[src/rtl/gray_operand_entry.sv]
// Gray-coded multi-operand decimal entry: synchronises the switch bank and enter
// button, debounces the button and assembles NUM_OPERANDS BCD/binary operands.
module gray_operand_entry #(
  parameter int NUM_DIGITS      = 3,
  parameter int NUM_OPERANDS    = 2,
  parameter int BIN_W           = 14,
  parameter int DEBOUNCE_CYCLES = 16
) (
  input  logic                               clk,
  input  logic                               rst,
  input  logic                               ag,
  input  logic                               bg,
  input  logic                               cg,
  input  logic                               dg,
  input  logic                               btn_enter,
  output logic [NUM_OPERANDS*NUM_DIGITS*4-1:0] op_bcd,
  output logic [NUM_OPERANDS*BIN_W-1:0]        op_bin,
  output logic [NUM_DIGITS*4-1:0]              live_bcd,
  output logic [1:0]                           op_idx,
  output logic [2:0]                           digit_cnt,
  output logic                                 digit_err,
  output logic                                 done
);

  localparam int DW = NUM_DIGITS * 4;
  localparam int CW = $clog2(DEBOUNCE_CYCLES + 1);

  // The state register doubles as the debug view of the FSM: done == (state == DONE).
  typedef enum logic {
    ENTRY = 1'b0,
    DONE  = 1'b1
  } state_t;

  state_t                       state;
  logic [3:0]                   gray_s1;
  logic [3:0]                   gray_s2;
  logic                         btn_s1;
  logic                         btn_s2;
  logic                         btn_level;
  logic [CW-1:0]                db_cnt;
  logic                         press;
  logic [3:0]                   digit;
  logic [NUM_OPERANDS*DW-1:0]   bcd_r;
  logic [NUM_OPERANDS*BIN_W-1:0] bin_r;
  logic [NUM_OPERANDS*DW-1:0]   bcd_next;
  logic [NUM_OPERANDS*BIN_W-1:0] bin_next;
  logic [DW-1:0]                cur_bcd;
  logic [BIN_W-1:0]             cur_bin;
  logic [DW-1:0]                new_bcd;
  logic [BIN_W+3:0]             new_bin_wide;
  logic                         last_digit;
  logic                         last_op;

  // Synchronisers and debouncer. press is a registered one-cycle pulse raised on
  // the edge where the debounced level goes 0->1; releases never raise it.
  always_ff @(posedge clk) begin
    if (rst) begin
      gray_s1   <= '0;
      gray_s2   <= '0;
      btn_s1    <= 1'b0;
      btn_s2    <= 1'b0;
      btn_level <= 1'b0;
      db_cnt    <= '0;
      press     <= 1'b0;
    end else begin
      gray_s1 <= {ag, bg, cg, dg};
      gray_s2 <= gray_s1;
      btn_s1  <= btn_enter;
      btn_s2  <= btn_s1;
      press   <= 1'b0;
      if (btn_s2 == btn_level) begin
        db_cnt <= '0;
      end else if (db_cnt == CW'(DEBOUNCE_CYCLES)) begin
        btn_level <= ~btn_level;
        db_cnt    <= '0;
        press     <= ~btn_level;
      end else begin
        db_cnt <= db_cnt + CW'(1);
      end
    end
  end

  always_comb begin
    digit[3] = gray_s2[3];
    digit[2] = digit[3] ^ gray_s2[2];
    digit[1] = digit[2] ^ gray_s2[1];
    digit[0] = digit[1] ^ gray_s2[0];
  end

  // Candidate operand images with the current digit folded into slice op_idx.
  always_comb begin
    cur_bcd = '0;
    cur_bin = '0;
    for (int k = 0; k < NUM_OPERANDS; k++) begin
      if (op_idx == 2'(k)) begin
        cur_bcd = bcd_r[k*DW +: DW];
        cur_bin = bin_r[k*BIN_W +: BIN_W];
      end
    end
    new_bcd      = (cur_bcd << 4) | DW'(digit);
    new_bin_wide = ({4'b0000, cur_bin} << 3) + ({4'b0000, cur_bin} << 1)
                 + {{BIN_W{1'b0}}, digit};
    bcd_next = bcd_r;
    bin_next = bin_r;
    for (int k = 0; k < NUM_OPERANDS; k++) begin
      if (op_idx == 2'(k)) begin
        bcd_next[k*DW +: DW]       = new_bcd;
        bin_next[k*BIN_W +: BIN_W] = new_bin_wide[BIN_W-1:0];
      end
    end
  end

  assign last_digit = (digit_cnt == 3'(NUM_DIGITS - 1));
  assign last_op    = (op_idx == 2'(NUM_OPERANDS - 1));

  always_ff @(posedge clk) begin
    if (rst) begin
      state     <= ENTRY;
      bcd_r     <= '0;
      bin_r     <= '0;
      op_idx    <= '0;
      digit_cnt <= '0;
      digit_err <= 1'b0;
    end else begin
      digit_err <= 1'b0;
      if (press) begin
        case (state)
          ENTRY: begin
            if (digit > 4'd9) begin
              digit_err <= 1'b1;
            end else begin
              bcd_r <= bcd_next;
              bin_r <= bin_next;
              if (last_digit) begin
                digit_cnt <= '0;
                if (last_op) begin
                  state <= DONE;
                end else begin
                  op_idx <= op_idx + 2'd1;
                end
              end else begin
                digit_cnt <= digit_cnt + 3'd1;
              end
            end
          end
          DONE: begin
            // The press that leaves DONE only clears; it never counts as a digit.
            bcd_r     <= '0;
            bin_r     <= '0;
            op_idx    <= '0;
            digit_cnt <= '0;
            state     <= ENTRY;
          end
          default: state <= ENTRY;
        endcase
      end
    end
  end

  always_comb begin
    live_bcd = '0;
    for (int k = 0; k < NUM_OPERANDS; k++) begin
      if (op_idx == 2'(k)) live_bcd = bcd_r[k*DW +: DW];
    end
  end

  assign op_bcd = bcd_r;
  assign op_bin = bin_r;
  assign done   = (state == DONE);

endmodule
[config.mk]
export PLATFORM = sky130hd
export DESIGN_NAME = gray_operand_entry
export DESIGN_NICKNAME = d
export VERILOG_FILES = /design/src/rtl/gray_operand_entry.sv
export SDC_FILE = /design/constraint.sdc
export NUM_CORES = 1
export LEC_CHECK = 0
export ABC_AREA = 1
export CORE_AREA = 3 3 93 117
export CTS_CLUSTER_DIAMETER = 150
export DETAILED_ROUTE_END_ITERATION = 8
export DIE_AREA = 0 0 96 120
export HOLD_SLACK_MARGIN = 0.03
export PLACE_DENSITY = 0.67
export SYNTH_ARGS = -nofsm -noshare
export SYNTH_HDL_FRONTEND = slang
export SYNTH_SLANG_ARGS = --single-unit
[constraint.sdc]
create_clock -name clk -period 5.4 [get_ports clk]
set_input_delay 1.35 -clock clk [delete_from_list [all_inputs] [get_ports clk]]
set_output_delay 1.35 -clock clk [all_outputs]
set_load 0.05 [all_outputs]
==> flow_metrics.env, run 1 <==
export IMPL_viasPerCell=4.921
export IMPL_ir_worst_vdd_mv=0.1342
export IMPL_syn_area_um2=4428
export IMPL_period_share=0.8047
export IMPL_cts_setup_buffers=0
export IMPL_max_clock_freq_ghz=0.2301
export IMPL_drive_gt1_frac=0.1059
export IMPL_antenna_cells=0
export IMPL_dpl_instance_area_um2=5090
export IMPL_p_leak_nw=2.522
export IMPL_num_rows=41
export IMPL_tns_ns=0
export IMPL_end_kind="primary output"
export IMPL_cts_max_path_buffers=2
export IMPL_hpwl_mm=8.156
export IMPL_portBuffers=77
export IMPL_routed_wl_mm=11.55
export IMPL_clk_latency_ns=0.34
export IMPL_initial_core_util=0.4427
export IMPL_vias=3981
export IMPL_grt_max_degree=40
export IMPL_antenna_found_initial=0
export IMPL_ys_ff_latch=74
export IMPL_ant_nets=0
export IMPL_cts_tree="yes"
export IMPL_fin_crit_ns=4.345
export IMPL_finalHoldViolCount=0
export IMPL_die_h_um=120
export IMPL_critPathLaunchType="flop"
export IMPL_required_ns=4.05
export IMPL_grt_pass1_wl_mm=19.09
export IMPL_synth_seq_area_share=0.3346
export IMPL_path_max_fanout=22
export IMPL_syn_avg_cell_area_um2=7.165
export IMPL_hold_path_class="flop to flop"
export IMPL_r2r_start="op_idx[1]$_SDFFE_PP0P_"
export IMPL_critical_path_class="flop to primary output"
export IMPL_critPathSlowestCell="clkdlybuf4s50_1"
export IMPL_startpoint="op_idx[1]$_SDFFE_PP0P_"
export IMPL_ys_warn_count=0
export IMPL_final_area_um2=5414
export IMPL_grt_pass1_vias=3955
export IMPL_drtPass1Iterations=4
export IMPL_met1_length_mm=5.190
export IMPL_synth_distinct_cells=39
export IMPL_cts_num_sinks=74
export IMPL_nNetsFinal=714
export IMPL_drt_iter0_markers=167
export IMPL_min_delay_start="gray_s1[3]$_SDFF_PP0_"
export IMPL_core_um2=10000
export IMPL_path_cells="inv_1 -> ha_1 -> nor2_4 -> inv_2 -> o21ai_1 -> clkdlybuf4s50_1"
export IMPL_rsz0062_at_grt="false"
export IMPL_die_area_um2=11520
export IMPL_setup_viol=0
export IMPL_numCtsBuffers=9
export IMPL_slew_viol_final=0
export IMPL_relSlewSlack=0.2185
export IMPL_cts_htree_levels=3
export IMPL_wl_met3_um=405
export IMPL_p_per_area_nw_per_um2=228.7
export IMPL_drc=0
export IMPL_grt_usage=0.2117
export IMPL_drv_cap=0
export IMPL_status="finished clean"
export IMPL_finClkSkew_ns=0.006825
export IMPL_place_congestion=0.8598
export IMPL_cts_hold_buf=0
export IMPL_ctsResizeCount=0
export IMPL_cp_data_arrival_time_ns=3.00
export IMPL_tightest_slew_ns=1.171
export IMPL_io_pins=78
export IMPL_dr_wl_met2_mm=5.793
export IMPL_fillers=984
export IMPL_postSynthCellCount=618
export IMPL_clk_pin_slew_ns=0.06
export IMPL_area_delta_synth_final_pct=22.27
export IMPL_clock_root_buffer="clkbuf_16"
export IMPL_crit_path_max_incr_delay_ns=0.83
export IMPL_grt_remaining_overflow=0
export IMPL_die_x_um=96
export IMPL_highest_layer="met4"
export IMPL_wire_per_inst_um=14.27
export IMPL_synth_nets=657
==> cell usage after synthesis <==
| cell type | count | area share |
|---|---|---|
| o21bai_1 | 1 | 0.0017 |
| nand2_1 | 166 | 0.14 |
| clkbuf_2 | 1 | 0.0011 |
| ha_1 | 30 | 0.085 |
| clkbuf_1 | 3 | 0.0025 |
| a22oi_2 | 1 | 0.0028 |
| nand2_2 | 16 | 0.023 |
| a21oi_2 | 24 | 0.047 |
| a21oi_1 | 25 | 0.028 |
| nor2_4 | 2 | 0.0051 |
| nand2_4 | 2 | 0.0051 |
| o211ai_1 | 2 | 0.0034 |
| nor4_1 | 1 | 0.0014 |
| nand3_2 | 1 | 0.0023 |
| o21ai_1 | 2 | 0.0023 |
| buf_4 | 11 | 0.019 |
| buf_12 | 3 | 0.014 |
| xor2_1 | 2 | 0.0040 |
| inv_2 | 3 | 0.0025 |
| or2_2 | 1 | 0.0014 |
| nand4_1 | 3 | 0.0042 |
| xnor2_1 | 1 | 0.0020 |
| o21ai_0 | 21 | 0.024 |
| dfxtp_1 | 74 | 0.33 |
| nand3_1 | 26 | 0.029 |
| buf_1 | 1 | 0.00085 |
| nor3_1 | 5 | 0.0057 |
| nor2_1 | 71 | 0.060 |
| buf_2 | 5 | 0.0057 |
| inv_6 | 1 | 0.0020 |
| fa_1 | 2 | 0.0090 |
| buf_6 | 8 | 0.020 |
| inv_8 | 1 | 0.0025 |
| o22ai_1 | 6 | 0.0085 |
| a22o_1 | 7 | 0.014 |
| inv_4 | 1 | 0.0014 |
| nand2_8 | 2 | 0.0090 |
| nand3b_1 | 3 | 0.0051 |
| inv_1 | 83 | 0.070 |
==> flip-flops by register name (all words and copies together), names as in the netlist <==
register / count
btn_level: 1
btn_s1: 1
btn_s2: 1
db_cnt: 5
digit_cnt: 3
digit_err: 1
done: 1
gray_s1: 4
gray_s2: 4
op_bcd: 24
op_bin: 26
op_idx: 2
press: 1
==> worst paths after layout <==
| path | to | slack [ns] | cells after the start |
|---|---|---|---|
| max | live_bcd[4] | 1.05 | 6 |
| min reg2reg | gray_s2[3]$_SDFF_PP0_ | 0.40 | 2 |
| max reg2reg | op_bin[22]$_SDFFE_PP0P_ | 1.60 | 16 |
| min | gray_s2[3]$_SDFF_PP0_ | 0.40 | 2 |
==> per-stage QoR <==
step / hold slack [ns] / total power [mW] / setup slack [ns] / utilization / instances
finish: 0.4043 / 1.238 / 1.055 / 0.5412 / 809
global route: 0.4258 / 1.271 / 0.8881 / 0.5412 / 809
CTS: 0.4055 / 1.247 / 1.043 / 0.5412 / 809
detailed placement: 0.3966 / 0.5962 / 1.428 / 0.5088 / 793
global placement: 0.3913 / 0.5952 / 1.478 / 0.5088 / 793
floorplan: 0.3883 / 0.5861 / 2.108 / - / 618
==> layer usage <==
metal,global-route usage,up-vias
li1,-,2042
met1,0.2639,1848
met2,0.3577,80
met3,0.04326,11
met4,0.07028,0
met5,0,-
==> power breakdown <==
group / internal, mW / switching (mW)
Clock: 0.408 / 0.246
Sequential: 0.550 / 0.00203
Combinational: 0.0112 / 0.0212
Total: 0.968 / 0.270
==> placed cells by master, fill, tap and decap left out <==
master	synthesis	layout
nand3_1	26	26
o21ai_1	2	2
nand2_4	2	2
a21oi_2	24	24
dfxtp_1	74	74
inv_2	3	3
fa_1	2	2
clkdlybuf4s50_1	0	77
inv_1	83	83
a22oi_2	1	1
nand3b_1	3	3
ha_1	30	30
nor2_1	71	71
o211ai_1	2	2
buf_4	11	1
nand4_1	3	3
xor2_1	2	2
inv_4	1	1
or2_2	1	1
clkinvlp_4	0	1
nor4_1	1	1
o21ai_0	21	21
inv_6	1	3
a22o_1	7	7
clkinv_2	0	1
o22ai_1	6	6
nand2_1	166	166
nor2_4	2	2
nand2_8	2	2
nand3_2	1	1
bufinv_16	0	2
clkinv_4	0	1
clkbuf_16	0	9
nor3_1	5	5
o21bai_1	1	1
xnor2_1	1	1
inv_8	1	1
a21oi_1	25	25
nand2_2	16	16
==> cells by family (layout without fill, tap and decap cells) <==
| kind of cell | after synthesis | after routing | synth area share |
|---|---|---|---|
| AO/OA/AOI/OAI | 89 | 89 | 0.1320 |
| adder cells (fa/ha/maj) | 32 | 32 | 0.09381 |
| AND/OR/NAND/NOR | 299 | 299 | 0.2922 |
| buffers and inverters | 121 | 183 | 0.1416 |
| XOR/XNOR | 3 | 3 | 0.005935 |
| flip-flops | 74 | 74 | 0.3346 |
==> critical path: cells and delay by family, from the launching register on <==
kind	cells	cell delay, ns
compound gates	1	0.21
fa+ha+maj	1	0.50
flops	1	0.34
buf+inv	3	1.09
simple gates	1	0.51
==> area by class of cell <==
cell class | count | area (um^2) | area share
multi-input cells | 423 | 2320 | 0.4285
flip-flops and latches | 74 | 1481 | 0.2736
inverters | 89 | 349.1 | 0.06448
clock buffers | 9 | 225.2 | 0.04160
well taps | 129 | 161.4 | 0.02981
repair buffers | 78 | 778.2 | 0.1437
clock inverters | 7 | 98.84 | 0.01826
Power figures use the tool's default switching activity.
==> run 2: changes to the inputs <==
clock period = 4.15 ns   (was 5.4 ns; I/O delays follow)
==> run 2 against run 1 <==
Combinational power increased by 34%. Critical path depth increased by 1. Final cell count increased by 0.12%. First-iteration DRC count increased by 14%. Flip-flop and latch count unchanged. Sequential share of layout area increased by 0.076 points. Die area unchanged. Final area decreased by 0.28%. Largest cell class unchanged.
==> flow_metrics.env, run 2 (same netlist as run 1, synthesis figures left out) <==
export IMPL_cts_hold_buf=0
export IMPL_fin_crit_ns=3.793
export IMPL_final_cell_mix="nand2_1, inv_1, clkdlybuf4s50_1"
export IMPL_drc=0
export IMPL_wire_per_inst_um=14.39
export IMPL_numCtsBuffers=9
export IMPL_drv_cap=0
export IMPL_ctsResizeCount=0
export IMPL_cts_tree="yes"
export IMPL_antenna_found_initial=0
export IMPL_critical_path_class="flop to primary output"
export IMPL_crit_path_max_incr_delay_ns=0.85
export IMPL_ff2ff_setup_slack_ns=0.75
export IMPL_clk_latency_ns=0.34
export IMPL_path_cells="inv_1 -> ha_1 -> inv_2 -> nor2_4 -> inv_2 -> o21ai_1 -> clkdlybuf4s50_1"
export IMPL_relSlewSlack=0.5482
export IMPL_grt_max_degree=31
export IMPL_p_leak_nw=2.517
export IMPL_pre_cts_ws_ns=0.7693
export IMPL_cp_common_cell="inv_2"
export IMPL_status="finished clean"
export IMPL_vias=3977
export IMPL_drt_iter0_markers=190
export IMPL_cellInternalPower_mw=1.210
export IMPL_nNetsFinal=716
export IMPL_worstHoldEndpoint="btn_s2$_SDFF_PP0_"
export IMPL_num_rows=41
export IMPL_cts_htree_levels=3
export IMPL_portBuffers=77
export IMPL_tns_ns=0
export IMPL_ir_worst_vdd_mv=0.2014
export IMPL_p_switching_mw=0.3356
export IMPL_sw_frac_of_total=0.2171
export IMPL_grt_pass1_wl_mm=19.24
export IMPL_required_ns=3.11
export IMPL_final_common_cell="nand2_1"
export IMPL_initial_core_util=0.4427
export IMPL_antenna_cells=0
export IMPL_drtPass1Iterations=5
export IMPL_io_pins=78
export IMPL_p_per_area_nw_per_um2=286.3
export IMPL_cts_max_path_buffers=2
export IMPL_min_path_cells=2
export IMPL_period_share=0.9141
export IMPL_end_kind="primary output"
export IMPL_clk_pin_slew_ns=0.06
export IMPL_seqPwrFrac=0.464
export IMPL_grt_usage=0.2151
export IMPL_p_clk_frac=0.508
export IMPL_core_um2=10000
export IMPL_die_area_um2=11520
export IMPL_path_max_fanout=15
export IMPL_r2r_end="op_bin[22]$_SDFFE_PP0P_"
export IMPL_min_delay_start="btn_s1$_SDFF_PP0_"
export IMPL_cts_num_sinks=74
export IMPL_cp_data_arrival_time_ns=2.76
export IMPL_viasPerCell=4.910
export IMPL_hold_path_class="flop to flop"
export IMPL_max_clock_freq_ghz=0.2636
export IMPL_rsz0062_at_grt="false"
export IMPL_die_h_um=120
export IMPL_pwr_share_comb=0.028
export IMPL_area_delta_synth_final_pct=21.93
export IMPL_place_congestion=0.9462
export IMPL_tightest_slew_ns=0.6770
export IMPL_r2r_start="op_idx[0]$_SDFFE_PP0P_"
export IMPL_largest_reg_flops=26
export IMPL_slew_viol_final=0
export IMPL_drive_gt1_frac=0.1057
export IMPL_hpwl_mm=8.274
export IMPL_critPathSlowestCell="clkdlybuf4s50_1"
export IMPL_finClkSkew_ns=0.01181
export IMPL_r2r_cells=17
export IMPL_die_x_um=96
export IMPL_clock_root_buffer="clkbuf_16"
export IMPL_cts_setup_buffers=0
export IMPL_ant_nets=0
export IMPL_setup_ws_ns=0.3566
export IMPL_routed_wl_mm=11.66
export IMPL_critPathLaunchType="flop"
export IMPL_finalHoldViolCount=0
export IMPL_grt_pass1_vias=3984
export IMPL_setup_viol=0
export IMPL_grt_remaining_overflow=0
run 2: cell types whose count changed in the layout (fill, tap and decap cells not counted), sizes merged:
cell | before | now
clkinv | 2 | 1
inv | 91 | 90
bufinv | 2 | 1
buf | 1 | 3
clkbuf | 9 | 11
run 2: worst max-delay path by stage:
stage,start,end,slack [ns],depth (start not counted)
floorplan,op_idx[1]$_SDFFE_PP0P_,op_bin[22]$_SDFFE_PP0P_,0.86,17
global placement,op_idx[0]$_SDFFE_PP0P_,live_bcd[4],0.90,7
detailed placement,op_idx[0]$_SDFFE_PP0P_,live_bcd[7],0.77,7
CTS,op_idx[0]$_SDFFE_PP0P_,live_bcd[7],0.38,7
global route,op_idx[0]$_SDFFE_PP0P_,live_bcd[7],0.23,7
finish,op_idx[0]$_SDFFE_PP0P_,live_bcd[7],0.36,7
run 2: layout make-up:
class / instances / area [um^2]
clock buffers: 11 / 242.7
clock inverters: 4 / 51.30
well taps: 129 / 161.4
fillers: 965 / 4604
flip-flops and latches: 74 / 1481
multi-input cells: 423 / 2320
inverters: 89 / 349.1
repair buffers: 80 / 793.3
run 2: worst max-delay path, delay by kind of cell, from the launching register on:
kind	cells	cell delay, ns
AND/OR/NAND/NOR	1	0.36
adder cells (fa/ha/maj)	1	0.25
flip-flops	1	0.33
AO/OA/AOI/OAI	1	0.25
buffers and inverters	4	1.21
run 2: layer usage:
metal,vias to the layer above,GRT usage,share of wire,wire (um)
met2,109,0.3620,0.49,5695
met4,0,0.1183,0.030,352
met5,-,0,0,0
met1,1800,0.2511,0.43,5021
met3,26,0.04013,0.051,589
li1,2042,-,-,-
run 2: metrics by stage:
stage	hold slack, ns	cell area, um^2	std cells	utilization	power [mW]
after floorplan	0.3883	4428	618	-	0.7627
after global placement	0.3983	5105	795	0.5103	0.7756
after detailed placement	0.3982	5105	795	0.5103	0.7771
after CTS	0.4066	5399	810	0.5397	1.558
after global routing	0.4169	5399	810	0.5397	1.588
final	0.4032	5399	810	0.5397	1.546
run 2: power groups by stage:
| stage | sequential, mW | combinational (mW) | clock (mW) |
|---|---|---|---|
| finish | 0.718 | 0.0435 | 0.785 |
| global route | 0.718 | 0.0486 | 0.822 |
| CTS | 0.718 | 0.0439 | 0.796 |
| detailed placement | 0.733 | 0.0437 | 0 |
| global placement | 0.733 | 0.0423 | 0 |
| floorplan | 0.733 | 0.0300 | 0 |
==> run 3: changes to the inputs <==
CORE_AREA = 3 3 89 112   (was 3 3 93 117)
DIE_AREA = 0 0 92 115   (was 0 0 96 120)
PLACE_DENSITY = 0.72   (was 0.67)
SETUP_SLACK_MARGIN = 0.5   (was not set)
==> run 3 against run 2 <==
Fmax rose by 8.5%. Worst hold slack got worse by 0.00081 ns. Clock skew fell by 0.0053 ns. Wire length rose by 1.1%. Critical path depth did not move. Clock power rose by 19%. Die area fell by 8.2%. Non-clock buffer count rose by 1. Register-to-register slack improved by 0.21 ns. Count of clock-buffer cells in the layout did not move. Sequential power barely moved. Utilization rose by 6.3 points. Largest power group unchanged.
==> flow_metrics.env, run 3 (same netlist as run 1, synthesis figures left out) <==
export IMPL_grt_pass1_wl_mm=19.20
export IMPL_final_common_cell="nand2_1"
export IMPL_antenna_cells=0
export IMPL_hold_path_class="flop to flop"
export IMPL_tns_ns=0
export IMPL_core_um2=9076
export IMPL_ff2ff_setup_slack_ns=0.96
export IMPL_max_clock_freq_ghz=0.2860
export IMPL_drv_cap=0
export IMPL_clk_pin_slew_ns=0.06
export IMPL_r2r_cells=16
export IMPL_die_h_um=115
export IMPL_fin_crit_ns=3.497
export IMPL_vias=4097
export IMPL_p_switching_mw=0.3417
export IMPL_end_kind="primary output"
export IMPL_numCtsBuffers=9
export IMPL_antenna_found_initial=0
export IMPL_fin_util=0.6027
export IMPL_finClkSkew_ns=0.006490
export IMPL_placed_cells=790
export IMPL_dpl_instance_area_um2=5105
export IMPL_r2r_start="op_idx[1]$_SDFFE_PP0P_"
export IMPL_portBuffers=77
export IMPL_initial_core_util=0.4879
export IMPL_p_per_area_nw_per_um2=309.9
export IMPL_path_max_fanout=9
export IMPL_cts_tree="yes"
export IMPL_final_cell_mix="nand2_1, inv_1, clkdlybuf4s50_1"
export IMPL_crit_path_max_incr_delay_ns=0.86
export IMPL_r2r_end="op_bin[22]$_SDFFE_PP0P_"
export IMPL_seqPwrFrac=0.423
export IMPL_period_share=0.8427
export IMPL_critical_path_class="flop to primary output"
export IMPL_cp_data_arrival_time_ns=2.46
export IMPL_cts_htree_levels=3
export IMPL_sw_frac_of_total=0.2016
export IMPL_place_congestion=0.9299
export IMPL_min_delay_start="gray_s1[2]$_SDFF_PP0_"
export IMPL_io_pins=78
export IMPL_status="finished clean"
export IMPL_critPathSlowestCell="clkdlybuf4s50_1"
export IMPL_slew_viol_final=0
export IMPL_cellInternalPower_mw=1.354
export IMPL_grt_usage=0.2295
export IMPL_final_area_um2=5470
export IMPL_relSlewSlack=0.5599
export IMPL_cp_common_cell="nand2_1"
export IMPL_cts_num_sinks=74
export IMPL_ir_worst_vdd_mv=0.3969
export IMPL_cts_hold_buf=0
export IMPL_p_leak_nw=2.594
export IMPL_drt_iter0_markers=209
export IMPL_routed_wl_mm=11.78
export IMPL_num_rows=39
export IMPL_drc=0
export IMPL_grt_pass1_vias=3946
export IMPL_area_delta_synth_final_pct=23.54
export IMPL_pwr_share_comb=0.026
export IMPL_path_delay_family="buffers and inverters"
export IMPL_ant_nets=0
export IMPL_finalHoldViolCount=0
export IMPL_grt_max_degree=31
export IMPL_hpwl_mm=8.491
export IMPL_drtPass1Iterations=5
export IMPL_die_x_um=92
export IMPL_cp_num_buf_inv=3
export IMPL_path_cells="inv_1 -> ha_1 -> inv_2 -> nor2_4 -> nand2_1 -> nand2_1 -> clkdlybuf4s50_1"
export IMPL_critPathLaunchType="flop"
export IMPL_nNetsFinal=717
export IMPL_die_area_um2=10580
export IMPL_viasPerCell=5.083
export IMPL_worstHoldEndpoint="gray_s2[2]$_SDFF_PP0_"
export IMPL_min_path_cells=2
export IMPL_wire_per_inst_um=14.62
export IMPL_drive_gt1_frac=0.1098
export IMPL_p_clk_frac=0.551
export IMPL_grt_remaining_overflow=0
export IMPL_required_ns=3.11
export IMPL_tightest_slew_ns=0.6586
export IMPL_fillers=819
export IMPL_fin_cells=806
export IMPL_cts_max_path_buffers=2
export IMPL_clock_root_buffer="clkbuf_16"
export IMPL_rsz0062_at_grt="false"
export IMPL_setup_viol=0
export IMPL_clk_latency_ns=0.33
export IMPL_largest_reg_flops=26
run 3: layer usage:
metal,GRT usage,vias to the layer above,share of wire
li1,-,2053,-
met1,0.2705,1885,0.41
met2,0.4074,134,0.50
met3,0.04058,25,0.055
met4,0.1031,0,0.028
met5,0,-,0
run 3: power by group through the flow:
stage | logic [mW] | clock network (mW) | registers [mW]
finish | 0.0433 | 0.935 | 0.718
global route | 0.0502 | 0.974 | 0.718
CTS | 0.0437 | 0.946 | 0.718
detailed placement | 0.0432 | 0 | 0.733
global placement | 0.0422 | 0 | 0.733
floorplan | 0.0300 | 0 | 0.733
run 3: metrics by stage:
step | hold slack (ns) | setup slack [ns] | total power [mW]
floorplan | 0.3883 | 0.8583 | 0.7627
global placement | 0.3895 | 1.013 | 0.7754
detailed placement | 0.3949 | 0.9520 | 0.7766
CTS | 0.4048 | 0.5524 | 1.707
global route | 0.4172 | 0.5255 | 1.742
finish | 0.4024 | 0.6529 | 1.695
run 3: layout make-up:
class	count	area, um^2	area share
clock buffers	11	252.7	0.04620
clock inverters	5	107.6	0.01967
inverters	89	349.1	0.06382
multi-input cells	423	2320	0.4241
flip-flops and latches	74	1481	0.2708
well taps	123	153.9	0.02813
repair buffers	81	805.8	0.1473
run 3: how the worst max path moves through the flow:
| stage | start | to | slack, ns | depth (start not counted) |
|---|---|---|---|---|
| 2_1_floorplan | op_idx[1]$_SDFFE_PP0P_ | op_bin[22]$_SDFFE_PP0P_ | 0.86 | 17 |
| 3_3_place_gp | op_idx[0]$_SDFFE_PP0P_ | live_bcd[7] | 1.01 | 7 |
| 3_5_place_dp | op_idx[0]$_SDFFE_PP0P_ | live_bcd[4] | 0.95 | 7 |
| 4_1_cts | op_idx[0]$_SDFFE_PP0P_ | live_bcd[7] | 0.55 | 7 |
| 5_1_grt | op_idx[0]$_SDFFE_PP0P_ | live_bcd[0] | 0.53 | 7 |
| 6_report | op_idx[0]$_SDFFE_PP0P_ | live_bcd[0] | 0.65 | 7 |
run 3: repair_timing:
| action | 4_1_cts | 5_1_grt |
|---|---|---|
| gates resized for setup | 0 | 2 |
| buffers inserted | 0 | 0 |
| setup endpoints to repair | 0 | 2 |
run 3: worst reg2reg max path: stages (launching register included):
cell and delay, ns:
dfxtp_1 0.36, inv_1 0.08, ha_1 0.23, buf_4 0.23, inv_2 0.20, o22ai_1 0.14, fa_1 0.53, inv_1 0.07
fa_1 0.43, inv_1 0.13, nand3_1 0.08, nand3_1 0.13, nand2_1 0.07, nand2_1 0.07, a21oi_1 0.06, o21ai_0 0.15
a21oi_1 0.11
